<file path="config.mk">
export PLATFORM = sky130hd
export DESIGN_NAME = mdu_sequencer
export DESIGN_NICKNAME = d
export VERILOG_FILES = /design/src/rtl/mdu_sequencer.sv
export SDC_FILE = /design/constraint.sdc
export NUM_CORES = 1
export LEC_CHECK = 0
export BUFFER_PORTS_ARGS = -buffer_cell sky130_fd_sc_hd__buf_4
export CORE_ASPECT_RATIO = 1.2
export CORE_UTILIZATION = 27
export DETAILED_ROUTE_END_ITERATION = 8
export GPL_ROUTABILITY_DRIVEN = 0
export PLACE_DENSITY = 0.49
export SYNTH_ARGS = -nofsm -noshare
export SYNTH_HDL_FRONTEND = slang
export SYNTH_SLANG_ARGS = --single-unit
export TNS_END_PERCENT = 30
</file>
<file path="constraint.sdc">
create_clock -name clk -period 4.22 [get_ports clk]
set_clock_uncertainty 0.05 [all_clocks]
set_input_delay 0.633 -clock clk [delete_from_list [all_inputs] [get_ports clk]]
set_output_delay 0.633 -clock clk [all_outputs]
set_load 0.02 [all_outputs]
</file>
<file path="src/rtl/mdu_sequencer.sv">
// Runs unsigned MUL/DIVU/REMU by stepping the shared combinational ALU once per clock.
// 32 cycles per MUL, 64 per divide; no backpressure, so the one-cycle OutValid must be taken.
module mdu_sequencer #(
  parameter int         XLEN    = 32,
  parameter logic [3:0] ALU_ADD = 4'b0010,
  parameter logic [3:0] ALU_SUB = 4'b0011,
  parameter logic [3:0] ALU_SLT = 4'b0100
) (
  input  logic            clk,
  input  logic            rst_n,
  input  logic            InValid,
  output logic            InReady,
  input  logic [1:0]      MdOp,
  input  logic [XLEN-1:0] OpA,
  input  logic [XLEN-1:0] OpB,
  input  logic            Flush,
  output logic            Busy,
  output logic            OutValid,
  output logic [XLEN-1:0] Result,
  output logic [XLEN-1:0] AluA,
  output logic [XLEN-1:0] AluB,
  output logic [3:0]      AluCtrl,
  input  logic [XLEN-1:0] AluResult
);

  typedef enum logic [2:0] {S_IDLE, S_MUL, S_DIV_CMP, S_DIV_SUB, S_DONE} state_t;

  localparam logic [1:0] OP_MUL  = 2'b00;
  localparam logic [1:0] OP_DIVU = 2'b01;
  localparam logic [1:0] OP_REMU = 2'b10;

  state_t          state;
  logic [1:0]      op;
  logic [XLEN-1:0] acc;  // product P in MUL, remainder R in divide
  logic [XLEN-1:0] sh;   // multiplicand M in MUL, quotient Q in divide
  logic [XLEN-1:0] nd;   // multiplier N in MUL, divisor D in divide
  logic [4:0]      cnt;
  logic            lt;

  logic [XLEN-1:0] rs;
  logic [XLEN-1:0] p_next;
  logic [XLEN-1:0] r_next;
  logic [XLEN-1:0] q_next;

  assign rs     = {acc[XLEN-2:0], sh[XLEN-1]};
  assign p_next = nd[0] ? AluResult : acc;
  assign r_next = lt ? acc : AluResult;
  assign q_next = {sh[XLEN-1:1], ~lt};

  assign Busy    = (state != S_IDLE);
  assign InReady = (state == S_IDLE);

  always_comb begin
    AluCtrl = ALU_ADD;
    AluA    = '0;
    AluB    = '0;
    case (state)
      S_MUL: begin
        AluA = acc;
        AluB = sh;
      end
      S_DIV_CMP: begin
        AluCtrl = ALU_SLT;
        AluA    = rs;
        AluB    = nd;
      end
      S_DIV_SUB: begin
        AluCtrl = ALU_SUB;
        AluA    = acc;
        AluB    = nd;
      end
      default: ;
    endcase
  end

  always_ff @(posedge clk or negedge rst_n) begin
    if (!rst_n) begin
      state    <= S_IDLE;
      op       <= '0;
      acc      <= '0;
      sh       <= '0;
      nd       <= '0;
      cnt      <= '0;
      lt       <= 1'b0;
      OutValid <= 1'b0;
      Result   <= '0;
    end else begin
      OutValid <= 1'b0;
      if (Flush) begin
        state <= S_IDLE;
      end else begin
        case (state)
          S_IDLE: begin
            if (InValid) begin
              op  <= MdOp;
              acc <= '0;
              sh  <= OpA;
              nd  <= OpB;
              cnt <= '0;
              lt  <= 1'b0;
              if (MdOp == OP_MUL) begin
                state <= S_MUL;
              end else if ((MdOp == OP_DIVU || MdOp == OP_REMU) && OpB != '0) begin
                state <= S_DIV_CMP;
              end else begin
                // Divide-by-zero and the reserved op complete without touching the ALU.
                state    <= S_DONE;
                OutValid <= 1'b1;
                if (MdOp == OP_DIVU)      Result <= '1;
                else if (MdOp == OP_REMU) Result <= OpA;
                else                      Result <= '0;
              end
            end
          end
          S_MUL: begin
            acc <= p_next;
            sh  <= sh << 1;
            nd  <= nd >> 1;
            cnt <= cnt + 5'd1;
            if (cnt == 5'd31) begin
              state    <= S_DONE;
              OutValid <= 1'b1;
              Result   <= p_next;
            end
          end
          S_DIV_CMP: begin
            // A set carry means the shifted remainder already exceeds any 32-bit divisor.
            acc   <= rs;
            sh    <= sh << 1;
            lt    <= ~acc[XLEN-1] & AluResult[0];
            state <= S_DIV_SUB;
          end
          S_DIV_SUB: begin
            acc <= r_next;
            sh  <= q_next;
            cnt <= cnt + 5'd1;
            if (cnt == 5'd31) begin
              state    <= S_DONE;
              OutValid <= 1'b1;
              Result   <= (op == OP_DIVU) ? q_next : r_next;
            end else begin
              state <= S_DIV_CMP;
            end
          end
          default: state <= S_IDLE;
        endcase
      end
    end
  end

endmodule

</file>
== Yosys cells after proc, flatten, opt, wreduce, memory -nomap -nowiden ==
Cells that the tools add are included.

* Register bits after elaboration: 140
* Output and inout port bits: 103
* Logic and storage cells: 92

* Add/sub/neg operators: 1
* Eq/ne operators: 14
* Mux-type cells: 37
* Bitwise gates (word level): 5
* Reductions and logical operators: 25

{| class="wikitable"
|+ Operators by type and width
! operator !! number
|-
| 32-bit two-way mux || 13
|-
| 32-bit case mux with 2 select lines || 3
|-
| 32-bit case mux with 3 select lines || 2
|-
| 32-bit case mux with 4 select lines || 1
|-
| 32-bit nonzero test || 1
|-
| 3-bit two-way mux || 6
|-
| 3-bit AND reduction || 6
|-
| 3-bit case mux with 4 select lines || 1
|-
| 2-bit inequality test, second input constant || 5
|-
| 5-bit case mux with 2 select lines || 1
|-
| 3-bit nonzero test || 3
|-
| 2-bit nonzero test || 4
|-
| 7-bit AND reduction || 1
|-
| 3-bit by 2-bit equality test with 1-bit output, second input constant || 2
|-
| 1-bit two-way mux || 6
|-
| 3-bit case mux with 2 select lines || 1
|-
| 2-bit OR reduction || 3
|-
| 5-bit by 1-bit adder with 5-bit output, second input constant || 1
|-
| 5-bit equality test, second input constant || 1
|-
| 5-bit two-way mux || 1
|-
| 2-bit by 1-bit equality test with 1-bit output, second input constant || 2
|-
| 1-bit inverter || 4
|-
| 1-bit case mux with 2 select lines || 2
|-
| 4-bit AND reduction || 1
|-
| other kinds (11) || 11
|}

== Logic depth before layout (Yosys ltp) ==
Gate-level depths: netlist (run 1).

* Word-level depth: 8
* Depth in mapped cells: 8
* Depth with buffers taken out: 7

== Worst setup path before layout (run 1) ==
OpenSTA, ideal clock, no wires.

* Path type: flip-flop to output port
* Start point: register state[0]
* End point: output AluA[10]
* Arrival time: 1.684 ns
* Slack: 1.853 ns
* Cell stages (with the launch flop): 6
* Buffers on the path: 3
* Cell sequence: dfrtp_1 > buf_4 > nor3_1 > clkbuf_1 > clkbuf_1 > a22o_1

* Word-level cells in the longest chain between the ends: 3

{| class="wikitable"
|+ RTL lines
! what !! line !! RTL
|-
| start, declared || 32 || <nowiki>state_t state;</nowiki>
|-
| start signal, assigned || 78 || <nowiki>state <= S_IDLE;</nowiki>
|-
| start signal, assigned || 90 || <nowiki>state <= S_IDLE;</nowiki>
|-
| start signal, assigned || 102 || <nowiki>state <= S_MUL;</nowiki>
|-
| 3-bit by 2-bit equality test with 1-bit output or 3-bit by 1-bit equality test with 1-bit output (tied branches) || 57 || <nowiki>case (state)</nowiki>
|-
| 2-bit OR reduction (no source line) || -- ||
|-
| 32-bit case mux with 2 select lines * || 57 ||
|-
| end, declared || 20 || <nowiki>output logic [XLEN-1:0] AluA,</nowiki>
|}

Mark *: on every way between the ends. The rest lies on a longest branch, timed or not.

== Final worst setup path (run 1) ==
* Start point: register state[1]
* End point: output AluA[3]

The elaborated chain is that of the path after synthesis.

==> impl_results.md, run 1 <==
- Min-delay worst type: input pin to asynchronous set/reset pin
- Crit. End Element: output pin
- Initial Util: 27.4%
- Cell Pwr Density: between 500 and 600 nW/µm²
- CTS tree: done
- Wire length of the first global-routing pass: between 40 and 50 mm
- Ys async rst share: 100%
- TNS Setup: 0 ps
- I/O Buffers: 203
- Worst-path fanout max: 36
- Worst skew pair latency: 420 ps
- DRT iter0 DRCs: just under 700
- Sequential power share: between 30% and 40%
- Rel. slew slack: a little under 20%
- GR Overflow Total: 0
- CTS Hold Bufs: 0
- Clk buf depth: 2
- Comb power frac: 36.9%
- Max Cap Viol: 0
- Largest net degree at the start of global routing: 69
- Postcts setup bufs: 0
- Final setup fails: 0
- Clock transition at the registers of the reported paths: around 60 ps
- Mapped cell area: about 8600 µm²
- Vias per Instance: 5.23
- 1st-pass router iterations: 5
- WL final: roughly 31 mm
- Synthesized Nets: approximately 1100
- RSZ-0062 raised after global routing: false
- Clock Power Share: about a quarter
- Post-synth EDFFs: 0
- Flops & latches, synth: 140
- Area delta synth->final: 27.8%
- Final Max Tran Viols: 0
- H-tree levels: 4
- CTS root buf: clkbuf_16
- All-Layer GR Usage: between 10% and 20%
- Cell Int Power: approximately 3.5 mW
- Avg Cell Area, Syn: 8.97 µm²
- Core region area: 31300 µm²
- # clock sinks: 140
- Post-route insts no fill: 1519
- Hpwl dp: around 23 mm
- I/O pin cnt: a little over 200
- Worst EP required: around 3500 ps
- Die area: 32400 µm²
- Status: complete, no violations
- Fin crit period: roughly 3400 ps
- Leakage: slightly below 5 nW
- Dpl cells: roughly 1500
- ANT nets after route: 0
- Synth Instances: 954
- Maximum VDD drop: between 0.3 and 0.4 mV
- Yosys warns: 0
- Fmax: 298 MHz
- # DRC: 0
- Data arrival, critical path: between 2000 and 3000 ps
- Synth Flop Type: dfrtp_1
- Nets: between 1000 and 1500
- Setup Crit Path Kind: flip-flop to output pin
- Ratio of cells with drive above 1 in the final layout: approximately 30%
- CTS resizes: 0
- Final Hold Viols: 0
- Sequential share of the synthesized area: between 40% and 50%
- Vias in the first global route: between 7000 and 8000
- Period utilization: between 70% and 80%
- Worst Tran Pin Value: between 1000 and 1500 ps
- Final core utilization: a little over a third
- CTS buffer count: 17
- Row count: 71
- Die span in x: about 160 µm
- Synth unique cells: 47
- Via count: about 8000
- Sw Pwr: 2.14 mW
- Vert. Die Dim: approximately 200 µm
- DR WL/cell: 20.5 µm
- Initial antenna violation count: 1
- Fin Hold WS: ~170 ps
- Final Power: around 5.6 mW
- Sw frac: 38.2%
- Crit path launch type: flip-flop
## Yosys cell counts (7+ instances only)
cell	n	share of area, %
mux2_4	28	4.9
buf_1	10	0.44
o211ai_1	31	2.7
mux2i_1	33	3.9
nand2_1	170	7.5
buf_2	13	0.76
a22oi_1	63	5.5
mux2_2	37	4.9
nor2_1	38	1.7
a31oi_1	31	2.3
clkbuf_1	61	2.7
a21oi_1	97	5.7
nor4_1	8	0.58
a22o_1	64	6.6
dfrtp_1	140	41
inv_1	7	0.31
o21ai_0	73	4.3
## power by group through the flow
| stage | combinational [mW] | clock [mW] | sequential (mW) |
|---|---|---|---|
| after global routing | 2.25 | 1.46 | 2.21 |
| after floorplan | 1.18 | 0 | 2.16 |
| final | 2.07 | 1.38 | 2.16 |
| after CTS | 2.08 | 1.40 | 2.16 |
| after global placement | 2.06 | 0 | 2.18 |
| after detailed placement | 2.07 | 0 | 2.18 |
## registers in the layout, indices dropped and copies added (netlist names)
name and count:
nd 32, OutValid 1, op 2, Result 32, cnt 5, state 3, sh 32, lt 1
acc 32
## worst max-delay path, cell delays in order, from the launching register on
cell     delay [ps]
dfrtp_1         680
inv_2           230
nor3_2          140
buf_4           420
buf_4           400
a22o_1          230
buf_4           150
## per-stage QoR
| step | cell area [µm²] | setup slack (ps) |
|---|---|---|
| 2_1_floorplan | 8560 | 1850 |
| 3_3_place_gp | 10400 | 1090 |
| 3_5_place_dp | 10400 | 1080 |
| 4_1_cts | 10900 | 853 |
| 5_1_grt | 10900 | 670 |
| 6_report | 10900 | 863 |
## layout by cell type, fill, tap and decap left out, drive strengths merged, types with 3 or more instances in the layout
master,n
a21oi,97
a22o,64
a22oi,63
a31oi,32
buf,226
clkbuf,22
clkinv,4
dfrtp,140
ha,5
inv,8
mux2,65
mux2i,33
nand2,170
nand2b,4
nand3,5
nor2,39
nor3,3
nor4,8
o211ai,31
o21ai,75
## cell type report
type                       count  area [µm²]
timing repair buffer         226        1700
fill                        3287       20300
sequential                   140        3500
clock inverter                 4        45.0
multi-input combinational    716        4680
inverter                       9        35.0
clock buffer                  22         464
tap                          401         502
antenna                        1        2.50
## kinds of logic (layout without fill, tap and decap cells)
group	Yosys count	count (layout)	share of synthesized area, %
and+or+nand+nor	243	243	11.8
DFF	140	140	40.9
buffers and inverters	98	261	4.86
muxes	98	98	13.6
other	1	2	0.0438
AOI/OAI and AO/OA	369	369	28.0
adders and majority gates	5	5	0.731
## worst paths after layout
check | startpoint | cells after the start | to | slack, ps
setup / recovery | state[1] | 6 | AluA[3] | 860
max in group asynchronous | rst_n | 2 | Result[20] | 3080
hold / removal | rst_n | 1 | OutValid | 170
setup reg to reg | state[1] | 7 | sh[3] | 1120
hold reg to reg | cnt[3] | 1 | cnt[3] | 420
min in group clk | Flush | 2 | state[0] | 400
## metal layers
| layer | share of wire, % | routed length, µm | global-route usage (%) |
|---|---|---|---|
| met5 | 0 | 0 | 0 |
| met1 | 47 | 14700 | 28.3 |
| met3 | 6.4 | 2000 | 4.25 |
| met2 | 45 | 14000 | 28.9 |
| met4 | 1.7 | 519 | 5.84 |
Note: power is estimated with default switching activity, not from simulation.
==> run 2: changes to the inputs <==
PLACE_DENSITY = 0.51   (was 0.49)
clock period = 2.85 ns   (was 4.22 ns; I/O delays follow)
==> impl_results.md, run 2 (synthesis results as in run 1) <==
- Final Max Tran Viols: 0 (unchanged)
- Largest net degree at the start of global routing: 70 (+1.4%)
- H-tree levels: 4 (unchanged)
- Final Hold Viols: 0 (unchanged)
- Crit path launch type: flip-flop
- Setup Crit Path Kind: flip-flop to output pin
- CTS Hold Bufs: 1 (+1)
- Initial Util: 27.4% (unchanged)
- I/O Buffers: 203 (unchanged)
- Final Power: 8.62 mW (+54%)
- Crit. End Element: output pin
- RSZ-0062 raised after global routing: false
- Leakage: 4.98 nW (+2.6%)
- Commonest non-fill, non-tap cell in the layout: buf_4
- Final setup fails: 0 (unchanged)
- Status: complete, no violations
- Worst EP required: 2370 ps (-1170 ps)
- # DRC: 0 (unchanged)
- Worst skew pair latency: 440 ps (+20 ps)
- Ant diodes: 0 (-1)
- DRT iter0 DRCs: 578 (-15%)
- # clock sinks: 140 (unchanged)
- Die area: 32400 µm² (unchanged)
- Postcts setup bufs: 0 (unchanged)
- All-Layer GR Usage: 19.6% (about the same)
- Worst Tran Pin Value: 1050 ps (-163 ps)
- Clk buf depth: 2 (unchanged)
- Worst-path fanout max: 25 (-31%)
- Vias in the first global route: 7661 (-1.5%)
- Rel. slew slack: 30.2% (+11 points)
- I/O pin cnt: 205 (unchanged)
- Max Cap Viol: 0 (unchanged)
- Period utilization: 90.8%
- 1st-pass router iterations: 5 (unchanged)
- CTS tree: done
- CTS buffer count: 17 (unchanged)
- Ratio of cells with drive above 1 in the final layout: 30.8% (+1.1 points)
- Data arrival, critical path: 2110 ps (-560 ps)
- Nets: 1228 (+0.90%)
- Clock transition at the registers of the reported paths: 60 ps (about the same)
- Die span in x: 165 µm (unchanged)
- Core region area: 31300 µm² (unchanged)
- CTS root buf: clkbuf_16
- WL final: 31.2 mm (about the same)
- RR Startpoint: state[0]
- Initial antenna violation count: 1 (unchanged)
- CTS resizes: 0 (unchanged)
- Row count: 71 (unchanged)
- Post-route cell area: 11200 µm² (+2.3%)
- Instance area after placement: 10600 µm² (+1.4%)
- Hpwl dp: 23.3 mm (-0.29%)
- DR WL/cell: 20.3 µm (-0.99%)
- Hold Path Origin: Flush
- TNS Setup: 0 ps (unchanged)
- Wire length of the first global-routing pass: 47.8 mm (-0.46%)
- Fmax: around 390 MHz
- Vias per Instance: 5.23 (-0.12%)
- Min-delay worst type: input pin to flip-flop
- Most frequent cells in the layout: 229 x buf_4, 170 x nand2_1, 139 x dfrtp_1
- GR Overflow Total: 0 (unchanged)
- Maximum VDD drop: 0.416 mV (+28%)
- Cell Pwr Density: 771 nW/µm² (+50%)
- Vert. Die Dim: 197 µm (unchanged)
- Via count: 8023 (+0.93%)
- Fin crit period: between 2000 and 3000 ps
- Worst Setup SP: state[1]
- ANT nets after route: 0 (unchanged)
- Area delta synth->final: 30.7%
==> run 2: path summary, 6_finish.rpt <==
kind,end,slack [ps],cells after the start
max in group asynchronous,lt,1400,3
hold reg to reg,cnt[3],440,1
hold / removal,state[0],190,2
min in group asynchronous,acc[19],530,2
setup / recovery,AluA[6],260,5
setup reg to reg,acc[3],590,3
==> run 2: stage by stage <==
stage / util (%) / worst slack [ps] / cells / hold slack [ps]
floorplan: - / 676 / 954 / 81.9
global placement: 33.8 / 276 / 1502 / 416
detailed placement: 33.8 / 285 / 1502 / 415
CTS: 35.8 / 207 / 1535 / 174
global route: 35.8 / 120 / 1535 / 179
finish: 35.8 / 262 / 1535 / 188
==> run 2: where the power goes <==
group          internal [mW]  switching, mW  leakage (nW)
logic                   1.41           1.75          2.92
registers               2.54          0.590          1.76
clock network           1.41          0.905         0.299
total                   5.37           3.25          4.98
==> run 2: routing by layer <==
layer | global-route usage, % | share of wire, % | vias to the layer above
li1 | - | - | 3855
met1 | 27.9 | 46 | 3855
met2 | 28.9 | 45 | 277
met3 | 4.55 | 6.9 | 34
met4 | 6.35 | 2.1 | 2
met5 | 0 | 0.054 | -
==> run 2: final cells by class <==
type	instances	area, µm²
Clock buffer	20	457
Clock inverter	12	145
Fill cell	3238	20100
Inverter	9	35.0
Multi-Input combinational cell	716	4680
Sequential cell	140	3500
Tap cell	401	502
Timing Repair Buffer	237	1860
==> run 2: critical path, cell delays in order, from the launching register on <==
cell     delay (ps)
dfrtp_1         460
inv_2           220
nor3_2          280
buf_4           350
a22o_1          210
buf_4           140
==> run 3: changes to the inputs <==
CTS_CLUSTER_SIZE = 16   (was not set)
REMOVE_ABC_BUFFERS = 1   (was not set)
==> impl_results.md, run 3 (synthesis results as in run 1) <==
- Dpl cells: 1507 (+0.33%)
- Via count: 8020 (-0.037%)
- # DRC: 0 (unchanged)
- Leakage: 4.98 nW (about the same)
- Hpwl dp: 23.4 mm (+0.48%)
- All-Layer GR Usage: 20.1% (+0.53 points)
- Die span in x: 165 µm (unchanged)
- Initial antenna violation count: 3 (+2)
- Worst Tran Pin Value: 813 ps (-234 ps)
- # clock sinks: 140 (unchanged)
- Max Cap Viol: 0 (unchanged)
- Final setup fails: 0 (unchanged)
- Period utilization: 95.9% (+5.1 points)
- Instance area after placement: 10700 µm² (+0.94%)
- H-tree levels: 4 (unchanged)
- Maximum VDD drop: 0.274 mV (-34%)
- Fill cells: 3239 (+0.031%)
- Fmax: 366 MHz (-5.3%)
- RSZ-0062 raised after global routing: false
- Die area: 32400 µm² (unchanged)
- Post-route cell area: 11300 µm² (+0.68%)
- CTS tree: done
- Data arrival, critical path: 2260 ps (+150 ps)
- Most frequent cells in the layout: 229 x buf_4, 169 x nand2_1, 138 x dfrtp_1
- 1st-pass router iterations: 5 (unchanged)
- Hold path depth: 3 (+1)
- RR Startpoint: state[1]
- DR WL/cell: 20.9 µm (+2.8%)
- Postcts setup bufs: 0 (unchanged)
- WL final: 32.2 mm (+3.3%)
- I/O pin cnt: 205 (unchanged)
- Worst-path fanout max: 29 (+16%)
- Hold Path Origin: OpB[31]
- CTS buffer count: 17 (unchanged)
- Clock transition at the registers of the reported paths: 70 ps (about the same)
- DRT iter0 DRCs: 544 (-5.9%)
- I/O Buffers: 203 (unchanged)
- Final Power: 8.51 mW (-1.2%)
- Worst EP required: 2370 ps (about the same)
- Area delta synth->final: 31.6%
- Hold Crit Endpoint: nd[31]
- Status: complete, no violations
- Vias in the first global route: 7948 (+3.7%)
- Initial Util: 27.4% (unchanged)
- Critical R2R Capture: acc[1]
- Final Hold Viols: 0 (unchanged)
- Vert. Die Dim: 197 µm (unchanged)
- GR Overflow Total: 0 (unchanged)
- Crit. End Element: output pin
- CTS root buf: clkbuf_16
- Fin Hold WS: 192 ps (+3.78 ps)
- Ratio of cells with drive above 1 in the final layout: 31.3% (+0.48 points)
- Post-route insts no fill: 1542 (+0.46%)
- Final Max Tran Viols: 0 (unchanged)
- Reg2Reg Depth: 6 (+3)
- Row count: 71 (unchanged)
- Min-delay worst type: input pin to flip-flop
- Wire length of the first global-routing pass: 48.7 mm (+1.9%)
- Fin crit period: 2730 ps (+145 ps)
- Worst skew pair latency: 430 ps (about the same)
- Nets: 1233 (+0.41%)
- Core region area: 31300 µm² (unchanged)
- R2R setup slack: 360 ps (-230 ps)
- ANT nets after route: 0 (unchanged)
- Commonest non-fill, non-tap cell in the layout: buf_4
- Vias per Instance: 5.20 (-0.49%)
- Rel. slew slack: 45.8% (+16 points)
- TNS Setup: 0 ps (unchanged)
- Cell Pwr Density: 756 nW/µm² (-1.9%)
- Largest net degree at the start of global routing: 62 (-11%)
- Clk buf depth: 2 (unchanged)
- Setup Crit Path Kind: flip-flop to output pin
- Crit path launch type: flip-flop
## run 3: cell types whose count changed in the layout (fill, tap and decap cells not counted), moves of 2 or more
cell and change:
buf_12 +4, clkinv_2 -5, clkinv_4 +3, bufinv_16 -2, diode_2 +2, clkinvlp_4 +3
## run 3: how the worst max path moves through the flow
stage / start / end / slack (ps) / depth (start not counted)
3_3_place_gp: OpB[24] / Result[25] / 100 / 8
2_1_floorplan: state[1] / sh[10] / -4430 / 6
5_1_grt: state[1] / AluB[27] / 50 / 5
3_5_place_dp: OpB[24] / Result[22] / 110 / 8
6_report: state[1] / AluA[13] / 120 / 5
4_1_cts: state[1] / AluA[13] / 20 / 5
## run 3: worst max-delay path, cell delays in order, from the launching register on
cell and delay [ps]:
dfrtp_2 590, inv_2 270, nor3_4 300, buf_12 230, a22o_1 250, buf_4 170
## run 3: metrics by stage
| stage | setup slack [ps] | util, % |
|---|---|---|
| 2_1_floorplan | -4430 | - |
| 3_3_place_gp | 95.2 | 34.1 |
| 3_5_place_dp | 110 | 34.1 |
| 4_1_cts | 18.5 | 36.0 |
| 5_1_grt | 53.6 | 36.0 |
| 6_report | 117 | 36.0 |
## run 3: layout make-up
type	instances	area, µm²	area share, %
clock buffer	20	447	3.97
sequential	140	3510	31.1
inverter	9	35.0	0.311
clock inverter	12	118	1.04
antenna	2	5.00	0.0445
tap	401	502	4.46
timing repair buffer	242	1950	17.3
multi-input combinational	716	4690	41.7
## run 3: power breakdown
part	switching, mW	internal (mW)	total (mW)	leakage, nW
sequential	0.572	2.54	3.12	1.75
clock	0.955	1.23	2.19	0.263
combinational	1.77	1.44	3.21	2.96
## run 3: routing by layer
metal  vias up  GRT usage, %  part of all wire [%]
met3        49          3.89                   5.3
met1      3871          26.1                    43
met2       240          32.7                    48
met5         -             0                 0.053
li1       3858             -                     -
met4         2          8.12                   3.1
## run 3: timing repair
action | in CTS | in global routing
hold buffers | 1 | 0
gates resized for setup | 0 | 2
endpoints found under the hold margin | 59 | 0
endpoints found under the setup margin | 0 | 1
